$ cat src/rtl/alu_defs.sv
// alu_defs: opcodes, flag bit positions, flag masks and FSM states shared by the ALU
package alu_defs;
  localparam int DW = 16;
  localparam logic [3:0] OP_ADD = 4'd0, OP_ADDC = 4'd1, OP_SUB = 4'd2, OP_SUBC = 4'd3;
  localparam logic [3:0] OP_CMP = 4'd4, OP_AND = 4'd5, OP_OR = 4'd6, OP_XOR = 4'd7;
  localparam logic [3:0] OP_MOV = 4'd8, OP_LSH = 4'd9, OP_ASH = 4'd10, OP_MUL = 4'd11;
  localparam int FLAG_C = 4, FLAG_Z = 3, FLAG_L = 2, FLAG_F = 1, FLAG_N = 0;
  localparam logic [4:0] MASK_ARITH = 5'b10010, MASK_CMP = 5'b01101, MASK_NONE = 5'b00000;
  typedef enum logic {ST_IDLE, ST_RUN} state_t;
  function automatic logic [4:0] flag_mask(input logic [3:0] op);
    return op <= OP_SUBC ? MASK_ARITH : op == OP_CMP ? MASK_CMP : MASK_NONE;
  endfunction
  function automatic logic writes_result(input logic [3:0] op);
    return op != OP_CMP && op <= OP_MUL;
  endfunction
endpackage

$ cat src/rtl/alu_flag_calc.sv
// alu_flag_calc: single-cycle ALU result, freshly computed flags and the per-opcode flag mask
module alu_flag_calc import alu_defs::*; (
  input  logic [3:0]    op,
  input  logic [DW-1:0] a,
  input  logic [DW-1:0] b,
  input  logic          cin,
  output logic [DW-1:0] res,
  output logic [4:0]    flags,
  output logic [4:0]    mask
);
  logic          is_sub, cy;
  logic [DW:0]   sum;
  always_comb begin
    is_sub = op == OP_SUB || op == OP_SUBC;
    cy = (op == OP_ADDC || op == OP_SUBC) && cin;
    sum = is_sub ? {1'b0, a} - {1'b0, b} - {{DW{1'b0}}, cy} : {1'b0, a} + {1'b0, b} + {{DW{1'b0}}, cy};
    flags = '0;
    flags[FLAG_C] = sum[DW];
    // same operand signs (add) or differing signs (sub), with the result sign moving away from a
    flags[FLAG_F] = ((a[DW-1] ^ b[DW-1]) == is_sub) && (sum[DW-1] != a[DW-1]);
    flags[FLAG_Z] = a == b;
    flags[FLAG_L] = b > a;
    flags[FLAG_N] = $signed(b) > $signed(a);
    res = (op == OP_ADD || op == OP_ADDC || is_sub) ? sum[DW-1:0] :
          op == OP_AND ? a & b :
          op == OP_OR  ? a | b :
          op == OP_XOR ? a ^ b :
          op == OP_MOV ? b : '0;
    mask = flag_mask(op);
  end
endmodule

$ cat src/rtl/alu_flag_unit.sv
// alu_flag_unit: execute-stage ALU with iterative shift/multiply and merged status-register flags
module alu_flag_unit import alu_defs::*; #(
  parameter int WIDTH      = DW,
  parameter int MUL_CYCLES = DW
) (
  input  logic             clock,
  input  logic             reset_n,
  input  logic             start,
  input  logic [3:0]       opcode,
  input  logic [WIDTH-1:0] a_in,
  input  logic [WIDTH-1:0] b_in,
  input  logic [4:0]       psr_in,
  output logic             busy,
  output logic             done,
  output logic [WIDTH-1:0] result,
  output logic             result_we,
  output logic [4:0]       flags_out,
  output logic             flags_we,
  output logic             illegal
);
  state_t           state, state_nx;
  logic [WIDTH-1:0] acc, mc, mp, calc_res, first_sh, first_val, step;
  logic [4:0]       calc_flags, calc_mask, mag, iter_cnt, cnt, psr_q;
  logic             is_mul, go_left, arith, accept, is_shift_in, is_mul_in, go_run, last;
  alu_flag_calc u_calc (
    .op   (opcode),
    .a    (a_in),
    .b    (b_in),
    .cin  (psr_in[FLAG_C]),
    .res  (calc_res),
    .flags(calc_flags),
    .mask (calc_mask)
  );
  // the capture edge already performs the first shift/multiply iteration
  always_comb begin
    accept = state == ST_IDLE && start;
    is_shift_in = opcode == OP_LSH || opcode == OP_ASH;
    is_mul_in = opcode == OP_MUL;
    mag = b_in[4] ? -b_in[4:0] : b_in[4:0];
    first_sh = mag == '0 ? a_in :
               b_in[4] ? {opcode == OP_ASH && a_in[WIDTH-1], a_in[WIDTH-1:1]} : {a_in[WIDTH-2:0], 1'b0};
    first_val = is_mul_in ? (b_in[0] ? a_in : '0) : is_shift_in ? first_sh : calc_res;
    iter_cnt = is_mul_in ? 5'(MUL_CYCLES - 1) : (is_shift_in && mag != '0) ? mag - 5'd1 : '0;
    go_run = accept && iter_cnt != '0;
    step = is_mul ? acc + (mp[0] ? mc : '0) :
           go_left ? {acc[WIDTH-2:0], 1'b0} : {arith && acc[WIDTH-1], acc[WIDTH-1:1]};
    last = cnt == 5'd1;
  end
  always_ff @(posedge clock or negedge reset_n)
    if (!reset_n) state <= ST_IDLE;
    else state <= state_nx;
  always_comb state_nx = state == ST_IDLE ? (go_run ? ST_RUN : ST_IDLE) : (last ? ST_IDLE : ST_RUN);
  always_comb busy = state == ST_RUN;
  always_ff @(posedge clock or negedge reset_n) begin
    if (!reset_n) begin
      done <= 1'b0;
      result_we <= 1'b0;
      flags_we <= 1'b0;
      illegal <= 1'b0;
      result <= '0;
      flags_out <= '0;
      acc <= '0;
      mc <= '0;
      mp <= '0;
      cnt <= '0;
      psr_q <= '0;
      is_mul <= 1'b0;
      go_left <= 1'b0;
      arith <= 1'b0;
    end else begin
      done <= 1'b0;
      result_we <= 1'b0;
      flags_we <= 1'b0;
      illegal <= 1'b0;
      if (accept) begin
        acc <= first_val;
        mc <= a_in << 1;
        mp <= b_in >> 1;
        cnt <= iter_cnt;
        is_mul <= is_mul_in;
        go_left <= !b_in[4];
        arith <= opcode == OP_ASH;
        psr_q <= psr_in;
        if (!go_run) begin
          done <= 1'b1;
          result_we <= writes_result(opcode);
          flags_we <= |calc_mask;
          illegal <= opcode > OP_MUL;
          flags_out <= (psr_in & ~calc_mask) | (calc_flags & calc_mask);
          if (writes_result(opcode)) result <= first_val;
        end
      end else if (busy) begin
        acc <= step;
        mc <= mc << 1;
        mp <= mp >> 1;
        cnt <= cnt - 5'd1;
        if (last) begin
          done <= 1'b1;
          result_we <= 1'b1;
          result <= step;
          flags_out <= psr_q;
        end
      end
    end
  end
endmodule

$ cat config.mk
export PLATFORM = sky130hd
export DESIGN_NAME = alu_flag_unit
export DESIGN_NICKNAME = d
export VERILOG_FILES = /design/src/rtl/alu_defs.sv /design/src/rtl/alu_flag_calc.sv /design/src/rtl/alu_flag_unit.sv
export SDC_FILE = /design/constraint.sdc
export NUM_CORES = 1
export LEC_CHECK = 0
export ABC_AREA = 1
export CAP_MARGIN = 5
export CELL_PAD_IN_SITES_DETAIL_PLACEMENT = 1
export CELL_PAD_IN_SITES_GLOBAL_PLACEMENT = 1
export CORE_AREA = 2 2 168 121
export CTS_BUF_LIST = sky130_fd_sc_hd__clkbuf_2 sky130_fd_sc_hd__clkbuf_4 sky130_fd_sc_hd__clkbuf_8
export DETAILED_ROUTE_END_ITERATION = 6
export DIE_AREA = 0 0 170 123
export HOLD_SLACK_MARGIN = 0.03
export PLACE_DENSITY = 0.94
export SYNTH_ARGS = -nofsm -noshare
export SYNTH_HDL_FRONTEND = slang
export SYNTH_SLANG_ARGS = --single-unit
$ cat constraint.sdc
create_clock -name clock -period 3.7 [get_ports clock]
set_input_delay 0.74 -clock clock [delete_from_list [all_inputs] [get_ports clock]]
set_output_delay 0.74 -clock clock [all_outputs]
set_load 0.01 [all_outputs]
==> summary.txt <==
Clock tree
  – Worst skew pair latency: 390 ps
  – Post-cts sizing count: 0
  – Clock Pin Slew Worst Setup and Hold Paths: 120 ps
  – TritonCTS Sinks: 85
  – Post-CTS setup buffers: 0
  – TritonCTS clock tree: done
  – Root buffer cell: clkbuf_8
  – Post-CTS Hold Buffers: 0
  – H-tree levels: 3
  – CTS Buf Count: 9
  – CTS Buffer Depth: 2

Power
  – Pwr Total: 5.81 mW
  – Pleak: 5.68 nW
  – Peak supply drop: 0.324 mV
  – PwrDens: 546 nW/um^2

Critical path
  – Setup crit start kind: input pin
  – CP endpoint kind: flop
  – Worst path arrival time: 3800 ps
  – Critical setup path kind: in -> reg
  – R2R cell count: 16
  – R2r startpoint: mp[0]
  – Critical Path Start: b_in[0]
  – CP max FO: 15
  – WP data required: 4010 ps

Floorplanning
  – Row count: 43
  – Total core area: 19,400 sq um
  – Initial Util: 0.462
  – DIE AREA: 20,900 sq um
  – Die height: 123 um
  – DIE WIDTH: 170 um
  – I/O pin cnt: 70

Timing
  – Worst slew margin: 0.159
  – Setup violators final: 0
  – Slew @ Worst Pin: 1260 ps
  – Achievable Freq: 286 MHz
  – Final Hold Viols: 0
  – Post-route minimum period: 3490 ps
  – Skew final: 19.5 ps
  – Setup repair after global routing missed its margin: false
  – Fin Setup TNS: 0 ps
  – Fin crit share: 0.944
  – Fin. max-slew vios: 0

Global route
  – First-pass GRT wire length: 60,100 um
  – Global Route Usage Sum: 0.372
  – Gr ovfl total: 0
  – Initial antenna violation count: 0
  – Vias in the first global route: 11,166
  – Largest net degree at the start of global routing: 57

Route
  – Vias: 10,733
  – First drt pass iteration count: 6
  – Initial DRC Count: 1,076
  – Routed vias/inst: 5.99
  – Antenna viol nets, final: 0
  – WL/cell: 21.4 um
  – Residual DRC: 0
  – DRT Wirelength: 38,400 um

Placed design
  – IO buf count: 69
  – Routability cong.: 0.998
  – Hpwl dp: 30,300 um

Yosys
  – Synth Cell Area: 8940 sq um
  – Synth Area in Compound Gates: 0.162
  – Avg Cell Area, Syn: 6.33 sq um
  – Synthesized flop and latch total: 85
  – Cell count after synthesis: 1,414
  – Post-synthesis mux area share: 0
  – Simple-gate share of the synthesized area: 0.337
  – Sequential-to-total area share from yosys stat: 0.238
  – Distinct cell type count after synthesis: 47
  – Synth warnings: 0
  – Xor and xnor fraction of the mapped netlist area: 0.0137
  – Ys async rst share: 1.00
  – Syn nets: 1,558
  – Synth Area in Adders: 0.144
  – Largest family of logic cells by synthesized area: simple AND/OR/NAND/NOR gates
  – Ys flop type: dfrtp_1
  – Post-synth EDFFs: 0

Cells and area
  – Nets: 1,683
  – Finished Core Util: 0.549
  – Fillers: 2,647
  – Share of cells above drive strength 1: 0.0868
  – P&R area growth vs syn: 18.8%
  – Antenna cells: 0

Run status
  – Status: finished clean

Hold path
  – Worst min path class: in -> async

Run
  – Maxcap violations: 0
==> through the flow <==
stage	setup slack, ps	instance area, sq um	hold slack [ps]	std cells
2_1_floorplan	716	8940	438	1414
3_3_place_gp	94.2	10400	453	1775
3_5_place_dp	-115	10400	461	1775
4_1_cts	284	10600	411	1791
5_1_grt	36.3	10600	425	1791
6_report	208	10600	388	1791
==> routing by layer <==
layer	global-route usage	part of all wire
met1	0.497	0.43
met3	0.0637	0.081
met5	0	0
met4	0.160	0.039
met2	0.601	0.45
==> cells in the mapped netlist (3+ instances only) <==
master | number | area share
o21ai_0 | 93 | 0.052
a211oi_1 | 13 | 0.011
o21bai_1 | 6 | 0.0050
nand4_1 | 11 | 0.0077
nand2_2 | 7 | 0.0049
nand3_1 | 119 | 0.067
nand3b_1 | 8 | 0.0067
buf_1 | 6 | 0.0025
o221ai_1 | 14 | 0.014
nor3_1 | 15 | 0.0084
xor2_1 | 12 | 0.012
o22ai_1 | 4 | 0.0028
nand2_1 | 441 | 0.19
a22oi_1 | 4 | 0.0034
o211ai_1 | 8 | 0.0067
inv_1 | 190 | 0.080
o21a_1 | 4 | 0.0034
o21ai_1 | 6 | 0.0034
buf_2 | 11 | 0.0062
inv_2 | 6 | 0.0025
nor4_1 | 6 | 0.0042
clkbuf_1 | 27 | 0.011
a221o_1 | 3 | 0.0034
dfrtp_1 | 85 | 0.24
a21oi_1 | 87 | 0.049
fa_1 | 5 | 0.011
nor2_1 | 102 | 0.043
ha_1 | 95 | 0.13
==> state kept, by name (all words and copies together), names as in the netlist, 5 cells and up <==
signal,cells
acc,16
cnt,5
mc,15
psr_q,5
flags_out,5
mp,15
result,16
==> cell usage in the layout (no fill, tap or decap), types with 3 or more instances in the layout <==
| master | count |
|---|---|
| inv_8 | 3 |
| nand3b_1 | 8 |
| o21bai_1 | 6 |
| o221ai_1 | 14 |
| dfrtp_1 | 84 |
| nand2_2 | 8 |
| nor3_1 | 15 |
| nand4_1 | 11 |
| ha_1 | 95 |
| a221o_1 | 3 |
| nor4_1 | 6 |
| nor2_1 | 101 |
| xor2_1 | 12 |
| o21ai_0 | 93 |
| o211ai_1 | 8 |
| nand2_1 | 440 |
| clkdlybuf4s50_1 | 68 |
| fa_1 | 5 |
| buf_4 | 92 |
| a21oi_1 | 87 |
| clkbuf_8 | 9 |
| a211oi_1 | 13 |
| nand3_1 | 119 |
| a22oi_1 | 4 |
| nor2_2 | 3 |
| o22ai_1 | 4 |
| inv_2 | 6 |
| inv_1 | 190 |
| o21a_1 | 4 |
| o21ai_1 | 6 |
==> final cells by class <==
cell class,instances,area [sq um],share of cell area
Clock buffer,9,124,0.0117
Clock inverter,7,75.1,0.00706
Inverter,198,746,0.0702
Multi-Input combinational cell,1085,5880,0.553
Sequential cell,85,2130,0.200
Tap cell,247,309,0.0291
Timing Repair Buffer,160,1370,0.129
==> report_power, final <==
part	switching, mW	leakage (nW)	internal, mW
Combinational	2.12	4.51	1.22
Sequential	0.412	1.07	1.34
Clock	0.445	0.0981	0.267
Total	2.98	5.68	2.83
==> worst paths after layout <==
path	endpoint	slack, ps
min in group clock	psr_q[2]	490
worst max-delay path	acc[1]	210
worst max register to register	result[15]	320
worst min register to register	psr_q[2]	490
max in group asynchronous	mc[13]	2510
worst min-delay path	result[10]	390
==> critical path, cell delays in order <==
cell	delay, ps
clkdlybuf4s50_1	500
inv_1	190
buf_4	190
ha_1	200
inv_1	80
nor2_2	250
nand3_1	230
nand4_4	200
buf_4	240
nand2_1	90
o21ai_0	100
a21oi_1	110
o21ai_0	420
nand2_1	120
o21ai_0	120
==> cells by family after synthesis <==
| group | Yosys count |
|---|---|
| xor gates and xnor gates | 14 |
| adders and majority gates | 100 |
| and+or+nand+nor | 719 |
| buffers and inverters | 244 |
| DFF | 85 |
| AOI/OAI and AO/OA | 252 |
(Power assumes the default switching activity.)
